File: config.mk
export PLATFORM = sky130hd
export DESIGN_NAME = otter_fetch_flat
export DESIGN_NICKNAME = d
export VERILOG_FILES = /design/src/rtl/otter_pkg.sv /design/src/rtl/otter_fetch_if.sv /design/src/rtl/otter_fetch_buf.sv /design/src/rtl/otter_fetch.sv /design/src/flat_wrapper.sv
export SDC_FILE = /design/constraint.sdc
export NUM_CORES = 1
export LEC_CHECK = 0
export CORE_ASPECT_RATIO = 1.25
export CORE_MARGIN = 3
export CORE_UTILIZATION = 40
export DETAILED_ROUTE_END_ITERATION = 12
export PLACE_DENSITY = 0.66
export SYNTH_ARGS = -nofsm -noshare
export SYNTH_HDL_FRONTEND = slang
export SYNTH_HIERARCHICAL = 1
export SYNTH_SLANG_ARGS = --single-unit
File: constraint.sdc
create_clock -name clk -period 12 [get_ports clk]
set_input_delay 1.2 -clock clk [delete_from_list [all_inputs] [get_ports clk]]
set_output_delay 1.2 -clock clk [all_outputs]
set_load 0.03 [all_outputs]
File: src/rtl/otter_pkg.sv
// Shared Otter types for the fetch stage: widths, the NOP encoding, fetch FSM states and
// the decode-queue entry layout.
package otter_pkg;

    localparam int unsigned XLEN = 32;
    localparam logic [XLEN-1:0] NOP_INSTR = 32'h0000_0013;

    typedef enum logic [1:0] {IDLE, WAIT, KILL} fetch_state_t;

    typedef struct packed {
        logic [XLEN-1:0] pc;
        logic [XLEN-1:0] instr;
        logic            misaligned;
    } fetch_entry_t;

endpackage

File: src/rtl/otter_fetch_if.sv
// Fetch-stage bundle: PC register load, instruction-memory req/ack and the decode handshake.
// if_misaligned exists only when OTTER_FETCH_MISALIGN_EN is defined.
interface otter_fetch_if;
    import otter_pkg::*;

    logic [XLEN-1:0] pc;
    logic            pc_ld;
    logic [XLEN-1:0] pc_data;
    logic            redirect;
    logic [XLEN-1:0] redirect_addr;
    logic            imem_req;
    logic [XLEN-1:0] imem_addr;
    logic            imem_ack;
    logic [XLEN-1:0] imem_rdata;
    logic            if_valid;
    logic            if_ready;
    logic [XLEN-1:0] if_instr;
    logic [XLEN-1:0] if_pc;
`ifdef OTTER_FETCH_MISALIGN_EN
    logic            if_misaligned;
`endif

    modport master (
        input  pc,
        output pc_ld,
        output pc_data,
        input  redirect,
        input  redirect_addr,
        output imem_req,
        output imem_addr,
        input  imem_ack,
        input  imem_rdata,
        output if_valid,
        input  if_ready,
        output if_instr,
        output if_pc
`ifdef OTTER_FETCH_MISALIGN_EN
        , output if_misaligned
`endif
    );

    modport slave (
        output pc,
        input  pc_ld,
        input  pc_data,
        output redirect,
        output redirect_addr,
        input  imem_req,
        input  imem_addr,
        output imem_ack,
        output imem_rdata,
        input  if_valid,
        output if_ready,
        input  if_instr,
        input  if_pc
`ifdef OTTER_FETCH_MISALIGN_EN
        , input if_misaligned
`endif
    );

endinterface

File: src/rtl/otter_fetch_buf.sv
// Two-entry fetch queue; slot 0 is always the head. Flush beats push and pop, and both reset
// and flush zero the stored entries.
module otter_fetch_buf
    import otter_pkg::*;
(
    input  logic         clk,
    input  logic         rst,
    input  logic         i_push,
    input  fetch_entry_t i_entry,
    input  logic         i_pop,
    input  logic         i_flush,
    output fetch_entry_t o_head,
    output logic         o_valid,
    output logic [1:0]   o_count
);

    fetch_entry_t r_mem [2];
    logic [1:0]   r_count;
    logic         w_pop;

    assign w_pop = i_pop && (r_count != 2'd0);

    always_ff @(posedge clk) begin
        if (rst || i_flush) begin
            r_mem[0] <= '0;
            r_mem[1] <= '0;
            r_count  <= 2'd0;
        end else begin
            unique case ({i_push, w_pop})
                2'b10: begin
                    if (r_count == 2'd0) r_mem[0] <= i_entry;
                    else                 r_mem[1] <= i_entry;
                    r_count <= r_count + 2'd1;
                end
                2'b01: begin
                    r_mem[0] <= r_mem[1];
                    r_count  <= r_count - 2'd1;
                end
                2'b11: begin
                    if (r_count == 2'd1) begin
                        r_mem[0] <= i_entry;
                    end else begin
                        r_mem[0] <= r_mem[1];
                        r_mem[1] <= i_entry;
                    end
                end
                default: ;
            endcase
        end
    end

    assign o_head  = r_mem[0];
    assign o_valid = (r_count != 2'd0);
    assign o_count = r_count;

endmodule

File: src/rtl/otter_fetch.sv
// Otter instruction-fetch stage: one imem read outstanding, drives the PC register, queues
// fetched words toward decode. OTTER_FETCH_MISALIGN_EN enables misaligned-fetch markers.
module otter_fetch
    import otter_pkg::*;
(
    input logic           clk,
    input logic           rst,
    otter_fetch_if.master bus
);

    fetch_state_t    r_state, w_state_next;
    logic [XLEN-1:0] r_req_pc;
    logic            r_block;

    logic            w_misalign, w_can_issue, w_issue, w_ack_ok, w_mis_push;
    logic            w_imem_req, w_pc_ld, w_push, w_pop, w_head_valid;
    logic [XLEN-1:0] w_pc_data;
    logic [1:0]      w_count;
    fetch_entry_t    w_push_entry, w_head;

`ifdef OTTER_FETCH_MISALIGN_EN
    assign w_misalign = (bus.pc[1:0] != 2'b00);
`else
    assign w_misalign = 1'b0;
`endif

    assign w_can_issue = (r_state == IDLE) && (w_count < 2'd2) && !bus.redirect && !r_block;
    assign w_issue     = w_can_issue && !w_misalign;
    assign w_mis_push  = w_can_issue && w_misalign;
    assign w_ack_ok    = (r_state == WAIT) && bus.imem_ack && !bus.redirect;

    always_ff @(posedge clk) begin
        if (rst) r_state <= IDLE;
        else     r_state <= w_state_next;
    end

    always_comb begin
        w_state_next = r_state;
        unique case (r_state)
            IDLE: if (w_issue) w_state_next = WAIT;
            WAIT: begin
                if (bus.imem_ack)     w_state_next = IDLE;
                else if (bus.redirect) w_state_next = KILL;
            end
            KILL: if (bus.imem_ack) w_state_next = IDLE;
            default: w_state_next = IDLE;
        endcase
    end

    // The block flag only ever sets in the misaligned build; a redirect always clears it.
    always_ff @(posedge clk) begin
        if (rst) begin
            r_req_pc <= '0;
            r_block  <= 1'b0;
        end else begin
            if (w_issue) r_req_pc <= bus.pc;
            if (bus.redirect)    r_block <= 1'b0;
            else if (w_mis_push) r_block <= 1'b1;
        end
    end

    always_comb begin
        w_imem_req   = 1'b0;
        w_pc_ld      = 1'b0;
        w_pc_data    = '0;
        w_push       = 1'b0;
        w_push_entry = '0;
        if (!rst) begin
            w_imem_req = (r_state == WAIT) || (r_state == KILL);
            if (bus.redirect) begin
                w_pc_ld   = 1'b1;
                w_pc_data = bus.redirect_addr;
            end else if (w_ack_ok) begin
                w_pc_ld   = 1'b1;
                w_pc_data = r_req_pc + XLEN'(4);
            end
            if (w_ack_ok) begin
                w_push       = 1'b1;
                w_push_entry = '{pc: r_req_pc, instr: bus.imem_rdata, misaligned: 1'b0};
            end else if (w_mis_push) begin
                w_push       = 1'b1;
                w_push_entry = '{pc: bus.pc, instr: NOP_INSTR, misaligned: 1'b1};
            end
        end
    end

    assign w_pop = w_head_valid && bus.if_ready;

    otter_fetch_buf u_buf (
        .clk     (clk),
        .rst     (rst),
        .i_push  (w_push),
        .i_entry (w_push_entry),
        .i_pop   (w_pop),
        .i_flush (bus.redirect),
        .o_head  (w_head),
        .o_valid (w_head_valid),
        .o_count (w_count)
    );

    assign bus.imem_req  = w_imem_req;
    assign bus.imem_addr = {r_req_pc[XLEN-1:2], 2'b00};
    assign bus.pc_ld     = w_pc_ld;
    assign bus.pc_data   = w_pc_data;
    assign bus.if_valid  = w_head_valid;
    assign bus.if_instr  = w_head.instr;
    assign bus.if_pc     = w_head.pc;
`ifdef OTTER_FETCH_MISALIGN_EN
    assign bus.if_misaligned = w_head.misaligned;
`else
    logic w_unused_misaligned;
    assign w_unused_misaligned = w_head.misaligned;
`endif

endmodule

File: src/flat_wrapper.sv
// flat-port wrapper written by rule: the top's interface ports become plain ports
module otter_fetch_flat import otter_pkg::*;
  (clk, rst, bus_pc, bus_pc_ld, bus_pc_data, bus_redirect, bus_redirect_addr, bus_imem_req, bus_imem_addr, bus_imem_ack, bus_imem_rdata, bus_if_valid, bus_if_ready, bus_if_instr, bus_if_pc);
  otter_fetch_if bus_i ();
  input logic clk;
  input logic rst;
  input wire logic [$bits(bus_i.pc)-1:0] bus_pc;
  output wire logic [$bits(bus_i.pc_ld)-1:0] bus_pc_ld;
  output wire logic [$bits(bus_i.pc_data)-1:0] bus_pc_data;
  input wire logic [$bits(bus_i.redirect)-1:0] bus_redirect;
  input wire logic [$bits(bus_i.redirect_addr)-1:0] bus_redirect_addr;
  output wire logic [$bits(bus_i.imem_req)-1:0] bus_imem_req;
  output wire logic [$bits(bus_i.imem_addr)-1:0] bus_imem_addr;
  input wire logic [$bits(bus_i.imem_ack)-1:0] bus_imem_ack;
  input wire logic [$bits(bus_i.imem_rdata)-1:0] bus_imem_rdata;
  output wire logic [$bits(bus_i.if_valid)-1:0] bus_if_valid;
  input wire logic [$bits(bus_i.if_ready)-1:0] bus_if_ready;
  output wire logic [$bits(bus_i.if_instr)-1:0] bus_if_instr;
  output wire logic [$bits(bus_i.if_pc)-1:0] bus_if_pc;
  assign bus_i.pc = bus_pc;
  assign bus_pc_ld = bus_i.pc_ld;
  assign bus_pc_data = bus_i.pc_data;
  assign bus_i.redirect = bus_redirect;
  assign bus_i.redirect_addr = bus_redirect_addr;
  assign bus_imem_req = bus_i.imem_req;
  assign bus_imem_addr = bus_i.imem_addr;
  assign bus_i.imem_ack = bus_imem_ack;
  assign bus_i.imem_rdata = bus_imem_rdata;
  assign bus_if_valid = bus_i.if_valid;
  assign bus_i.if_ready = bus_if_ready;
  assign bus_if_instr = bus_i.if_instr;
  assign bus_if_pc = bus_i.if_pc;
  otter_fetch u_core (.clk(clk), .rst(rst), .bus(bus_i));
endmodule
* After elaboration in Yosys (flattened, before gate mapping)
Memory sizes are Yosys's and may differ from the RTL's.
Cells that the tools add are included.
** Operators by class
- Add/subtract/negate cells :: 3
- $lt $le $gt $ge :: 1
- Equality and inequality tests :: 9
- Multiplexer cells :: 43
- Bitwise gates (word level) :: 6
- Reductions and logical operators :: 14
** Operators by type and width (number)
- $mux 65 :: 8
- $mux 32 :: 3
- $add 32x3->32 const B :: 1
- $mux 1 :: 26
- $mux 2 :: 4
- $eq 2x1->1 const B :: 3
- $eq 2x2->1 const B :: 3
- $logic_and 1x1->1 :: 6
- $or 1x1->1 :: 6
- $pmux 2 s3 :: 1
- $logic_not 2->1 :: 2
- $pmux 2 s2 :: 1
- $reduce_bool 2->1 :: 2
- $ne 3x3->1 const B :: 1
- $reduce_and 3->1 :: 1
- $add 2x1->2 const B :: 1
- $logic_or 1x1->1 :: 2
- $lt 2x2->1 const B :: 1
- $ne 2x1->1 const B :: 1
- $ne 2x2->1 const B :: 1
- $sub 2x1->2 const B :: 1
- $logic_not 1->1 :: 1
** Word-level totals
- Bits in registers :: 36
- Bits in writable memories :: 130
- Input port bits :: 101
- Output and inout bits :: 131
- Word-level logic and storage cells :: 80
- Memories kept :: 1
** Memories
- u_core.u_buf.r_mem :: depth 2, width 65, rd ports 2, clocked after memory_dff 0, write ports 2, RTL line otter_fetch_buf.sv:17 : fetch_entry_t r_mem [2];

* Logic depth before layout (Yosys ltp)
Gate-level depths: netlist of run 1.
- Word-level depth :: 13
- Gate-level depth with buffers :: 13
- Mapped depth without buffers :: 10

* Modules after synthesis
Netlist of run 1, hierarchy kept.
** Modules (own cells, without submodules)
- otter_fetch_buf :: times used 1, cells an instance 527, area each 6243.5 µm²
- otter_fetch :: times used 1, cells an instance 430, area each 2907.8 µm²

* Worst setup path before layout of run 1
Ideal clock, no wire load.
- Path kind :: in2reg
- From :: input rst
- To :: memory u_core/u_buf/r_mem[0][100] (netlist name), enable pin
- Arrival time :: 5.650 ns
- Slack :: 5.848 ns
- Cell stages on the path :: 9
- Buffers on the path :: 4
- Path through :: nand4bb_1 > inv_1 > clkbuf_1 > clkbuf_1 > ha_1 > and2_1 > buf_4 > buf_2 > o21bai_1
** RTL lines
- start, declared :: RTL line flat_wrapper.sv:6 : input logic rst;
- end, declared :: RTL line otter_fetch_buf.sv:17

* Worst setup path after layout of run 1
- From :: input rst
- To :: output bus_pc_data[25]
** On the way
- Longest elaborated chain between the ends :: 1
** Ends and longest elaborated chain
- $mux 32 :: RTL line otter_fetch.sv:68 : if (!rst) begin
- end, declared :: RTL line flat_wrapper.sv:9 : output wire logic [$bits(bus_i.pc_data)-1:0] bus_pc_data;
Every way passes these cells.

==> results of run 1 <==
[report_power, final]
group	internal [mW]	switching, mW
clock	0.348	0.221
sequential	0.639	0.0229
combinational	0.0871	0.112
total	1.07	0.356
[critical path: cells and delay by family]
kind	cells	cell delay, ns
and+or+nand+nor	2	0.52
buffers and inverters	5	2.36
AOI/OAI and AO/OA	2	0.22
[per-layer routing]
metal,vias to the layer above,global-route usage (%),part of all wire [%]
met2,273,31.69,49
li1,3405,-,-
met1,3325,23.69,42
met4,0,4.766,1.5
met3,24,4.843,7.0
met5,-,0,0
[layout by cell type, fill, tap and decap left out, drive strengths merged, types with 2 or more instances in the layout]
master / instances
nor3: 6
nor2: 19
nor4b: 3
xnor2: 11
nand2b: 2
a21oi: 101
nand2: 98
and2: 127
dfxtp: 36
nor2b: 4
nor4: 8
o21ai: 82
and4: 4
a21o: 2
conb: 2
xor2: 4
clkdlybuf4s50: 229
or2: 3
and3: 6
or4: 4
nand3: 79
bufinv: 4
a221o: 10
buf: 10
a31o: 2
edfxtp: 128
clkbuf: 19
inv: 15
clkinv: 6
nand4: 9
ha: 10
clkinvlp: 2
[per-stage QoR]
step                instances  utilization [%]
finish                   1334            51.83
global route             1334            51.83
CTS                      1334            51.83
detailed placement       1302            49.02
global placement         1302            49.02
floorplan                 951                -
[final cells by class]
type | count | area [um^2] | share of cell area, %
well taps | 279 | 349.1 | 3.073
repair buffers | 239 | 2367 | 20.84
clock inverters | 13 | 181.4 | 1.597
multi-input cells | 606 | 3413 | 30.04
flip-flops and latches | 164 | 4564 | 40.18
inverters | 14 | 52.55 | 0.4626
clock buffers | 19 | 432.9 | 3.811
[state kept, by name (all words and copies together) (netlist names)]
register / count
u_core/r_req_pc: 32
u_core/r_state: 2
u_core/u_buf/o_count: 2
u_core/u_buf/r_mem: 128
[worst max-delay path by stage]
| stage | endpoint | slack, ns | cells after the start |
|---|---|---|---|
| after global routing | bus_pc_data[21] | 6.31 | 8 |
| after CTS | bus_pc_data[25] | 6.47 | 9 |
| after detailed placement | u_core/u_buf/r_mem[0][45] | 6.44 | 11 |
| final | bus_pc_data[25] | 6.50 | 9 |
| after global placement | bus_pc_data[20] | 6.53 | 8 |
| after floorplan | u_core/u_buf/r_mem[0][100] | 5.90 | 9 |
==> flow_summary_export.csv, run 1 <==
group,metric,value,unit
status,status,"finished clean",
critical_path,critical_path.endpoint_type,"output pin",
floorplan,start_util,41.34,%
timing,period_share,45.85,%
drt,dr.pass1.iters,5,
timing,fmax,0.1818,GHz
pwr,totalPowerFinal,1.430,mW
timing,setup_violations,0,
clock_network,clock-root-buffer,"clkbuf_16",
worst_hold_path,min-delay-start,"u_core/r_req_pc[0]",
floorplan,die_area,0.02451,mm^2
placement,placed_area,0.01075,mm^2
floorplan,die_w,140.6,um
clock_network,cts_setup_buffers,0,
synthesis,syn_avg_cell_area,9.539,um^2
critical_path,r2r-start,"u_core/r_state[1]",
drt,wirelength,23070,um
critical_path,crit_required,10.80,ns
clock_network,cts_resized,0,
critical_path,reg2reg_depth,11,
clock_network,cts_buffer_depth,2,
critical_path,reg2reg_slack,7.80,ns
layout,drive_above_1_share,5.308,%
clock_network,clkTransAtPathRegs,0.06,ns
pwr,p_per_area,125.9,mW/mm^2
synthesis,syn-instance-count,950,
timing,relSlewSlack,19.02,%
drt,vias,7027,
timing,fin_crit,5.502,ns
floorplan,row_count,60,
placement,dp_hpwl,15230,um
critical_path,r2r_end,"u_core/u_buf/r_mem[0][45]",
synthesis,yosys_warnings,6,
drt,antenna_left,0,
flow_run,max_cap_viol_count,0,
pwr,ir_worst_vdd,0.09786,mV
critical_path,cp.arrival,4.30,ns
placement,dp_slack,6.444,ns
timing,worst_slack,6.498,ns
floorplan,num_io_pins,232,
critical_path,critical_path.slowest_cell,"inv_2",
timing,fin_hold_ws,0.4597,ns
layout,final_area,0.01136,mm^2
worst_hold_path,hold_class,"reg2reg",
layout,area_growth,25.36,%
timing,hold_violations,0,
placement,io_buffers,229,
global_routing,grt_usage,18.66,%
timing,rsz0062_at_grt,"no",
layout,n_antenna_cell,0,
timing,finalMaxSlewViolations,0,
floorplan,die_y,174.3,um
global_routing,grt_pass1_vias,6885,
clock_network,cts_htree_levels,4,
global_routing,antenna_found_initial,0,
global_routing,grt-ovfl-total,0,
clock_network,clkLatencyLatePin,0.42,ns
global_routing,grt_max_degree,70,
floorplan,fp.coreArea,0.02192,mm^2
drt,wl_per_cell,17.29,um
critical_path,crit_start,"rst",
clock_network,cts_buffers,17,
drt,drt_iter0_markers,483,
clock_network,cts_hold_buf,0,
clock_network,clock-sinks,164,
critical_path,crit_fanout,66,
critical_path,crit_path_start_kind,"input pin",
placement,gp_congestion,0.7856,
layout,fillers,2071,
drt,routed_via_density,5.268,
global_routing,grt_first_pass_wirelength,36820,um
synthesis,synthesis.area,0.009062,mm^2
critical_path,path_cells,"clkdlybuf4s50_1 -> buf_4 -> nand4bb_1 -> buf_4 -> inv_2 -> and2_1 -> o41ai_1 -> o211ai_1 -> clkdlybuf4s50_1",
critical_path,critPathMaxStageDelay,0.75,ns
layout,final_net_count,1153,
critical_path,critical_path_class,"in2out",
pwr,leakage,3.925,nW
timing,final.setup.tns,0,ns
drt,drc_errors,0,
clock_network,cts_tree,"done",
timing,max_slew.worst_pin.slew,1.212,ns
timing,skew,0.01281,ns
worst_hold_path,hold_end,"u_core/r_req_pc[0]",
worst_hold_path,hold_path_depth,2,
Power figures use the tool's default switching activity.
==> run 2: changes to the inputs <==
==> constraint.sdc (replaced) <==
create_clock -name clk -period 5.15 [get_ports clk]
set_input_delay 0.515 -clock clk [delete_from_list [all_inputs] [get_ports clk]]
set_output_delay 0.515 -clock clk [all_outputs]
set_load 0.03 [all_outputs]
==> run 2 against run 1 <==
Critical endpoint is now bus_pc_data[17]. Largest cell class unchanged. Via count is 1.1% lower. Die area stayed put. Register-to-register slack worse by 6.1 ns. Routed wire length hardly changed.
==> flow_summary_export.csv, run 2 (synthesized netlist as in run 1, its figures left out) <==
group,metric,value,unit
status,status,"finished clean",
clock_network,cts_buffers,17,
clock_network,cts_hold_buf,0,
pwr,leakage,3.955,nW
layout,final_net_count,1155,
critical_path,critical_path.endpoint_type,"output pin",
floorplan,die_w,140.6,um
timing,fmax,0.2643,GHz
layout,n_antenna_cell,0,
placement,dp_hpwl,15450,um
drt,routed.top_layer,"met4",
floorplan,start_util,41.34,%
clock_network,cts_buffer_depth,2,
floorplan,row_count,60,
layout,final_cell_mix,"211 x clkdlybuf4s50_1, 128 x edfxtp_1, 126 x and2_1",
drt,drc_errors,0,
layout,fillers,2028,
clock_network,clkTransAtPathRegs,0.07,ns
timing,fin_crit,3.784,ns
timing,setup_violations,0,
clock_network,clock-root-buffer,"clkbuf_16",
floorplan,die_y,174.3,um
floorplan,die_area,0.02451,mm^2
critical_path,critical_path_class,"reg2out",
critical_path,crit_required,4.64,ns
layout,regMostFlops,"u_core/u_buf/r_mem",
critical_path,crit_fanout,12,
timing,period_share,73.47,%
placement,gp_congestion,0.8088,
timing,max_slew.worst_pin.slew,1.204,ns
global_routing,grt_pass1_vias,6923,
pwr,p_per_area,285.7,mW/mm^2
global_routing,grt-ovfl-total,0,
drt,wl_met2,11380,um
drt,wl_met3,1367,um
clock_network,cts_setup_buffers,0,
critical_path,r2r_end,"u_core/u_buf/r_mem[0][80]",
floorplan,num_io_pins,232,
critical_path,reg2reg_depth,10,
timing,finalMaxSlewViolations,0,
critical_path,crit_path_start_kind,"flop",
drt,dr.pass1.iters,7,
layout,drive_above_1_share,7.096,%
layout,area_growth,24.91,%
drt,routed_via_density,5.204,
clock_network,clock-sinks,164,
global_routing,grt_usage,18.64,%
placement,dp_slack,1.124,ns
layout,mostFrequentLayoutCell,"clkdlybuf4s50_1",
clock_network,cts_resized,0,
drt,vias,6953,
flow_run,max_cap_viol_count,0,
critical_path,cp.arrival,3.27,ns
timing,rsz0062_at_grt,"no",
drt,wl_per_cell,17.28,um
drt,drt_iter0_markers,388,
worst_hold_path,min-delay-start,"u_core/r_req_pc[1]",
critical_path,reg2reg_slack,1.68,ns
layout,final_area,0.01132,mm^2
drt,wirelength,23090,um
layout,largest_reg_flops,128,
pwr,ir_worst_vdd,0.2246,mV
clock_network,cts_htree_levels,4,
worst_hold_path,hold_end,"u_core/r_req_pc[1]",
placement,io_buffers,229,
timing,worst_slack,1.366,ns
layout,biggestRegsByFlops,"u_core/u_buf/r_mem: 128 flops, u_core/r_req_pc: 32 flops",
drt,wl_met1,9996,um
floorplan,fp.coreArea,0.02192,mm^2
critical_path,r2r-start,"u_core/r_state[1]",
worst_hold_path,hold_path_depth,2,
worst_hold_path,hold_class,"reg2reg",
global_routing,grt_first_pass_wirelength,36610,um
clock_network,cts_tree,"done",
placement,placed_area,0.01075,mm^2
clock_network,clkLatencyLatePin,0.42,ns
global_routing,grt_max_degree,65,
global_routing,antenna_found_initial,0,
timing,final.setup.tns,0,ns
timing,skew,0.007025,ns
timing,hold_violations,0,
drt,antenna_left,0,
timing,relSlewSlack,19.57,%
-- run 2: cell count changes in the layout (fill, tap and decap cells not counted), moves of 2 or more --
cell / delta
buf_12: +3
clkinv_1: +2
buf_4: +17
bufinv_16: -2
clkdlybuf4s50_1: -18
-- run 2: routing by layer --
metal,track usage (%),vias to the layer above
met1,23.67,3271
li1,-,3413
met4,5.735,0
met5,0,-
met3,4.210,17
met2,31.63,252
-- run 2: area by class of cell --
cell class / instances / area (um^2) / share of cell area (%)
sequential: 164 / 4564 / 40.32
multi-input combinational: 606 / 3413 / 30.15
timing repair buffer: 241 / 2375 / 20.98
clock buffer: 18 / 429.2 / 3.791
tap: 279 / 349.1 / 3.084
clock inverter: 14 / 136.4 / 1.205
inverter: 14 / 52.55 / 0.4642
-- run 2: report_power, final --
part           internal [mW]  total, mW  switching [mW]  leakage (nW)
Clock                  0.710       1.23           0.515         0.273
Combinational          0.203      0.467           0.263          1.96
Sequential              1.49       1.54          0.0521          1.72
Total                   2.40       3.23           0.831          3.96
-- run 2: worst max path at each step --
stage,slack (ns),end,start
2_1_floorplan,1.03,u_core/u_buf/r_mem[0][100],u_core/r_state[1]
5_1_grt,1.17,bus_pc_data[17],u_core/r_req_pc[7]
3_5_place_dp,1.12,u_core/u_buf/r_mem[0][73],bus_redirect
4_1_cts,1.31,bus_pc_data[17],u_core/r_req_pc[7]
3_3_place_gp,1.13,u_core/u_buf/r_mem[0][73],bus_redirect
6_report,1.37,bus_pc_data[17],u_core/r_req_pc[7]
-- run 2: critical path: stages (launching register included) --
cell             delay (ns)
dfxtp_1                0.45
nand3_1                0.37
nor4_2                 0.99
xnor2_1                0.20
o21ai_1                0.16
clkdlybuf4s50_1        0.68
-- run 2: metrics by stage --
step	hold WS [ns]	std cells	power (mW)	util (%)
after floorplan	0.4317	951	1.862	-
final	0.4624	1336	3.234	51.64
after CTS	0.4676	1336	3.278	51.64
after global placement	0.4548	1304	2.038	49.06
after detailed placement	0.4584	1304	2.040	49.06
after global routing	0.4813	1336	3.362	51.64
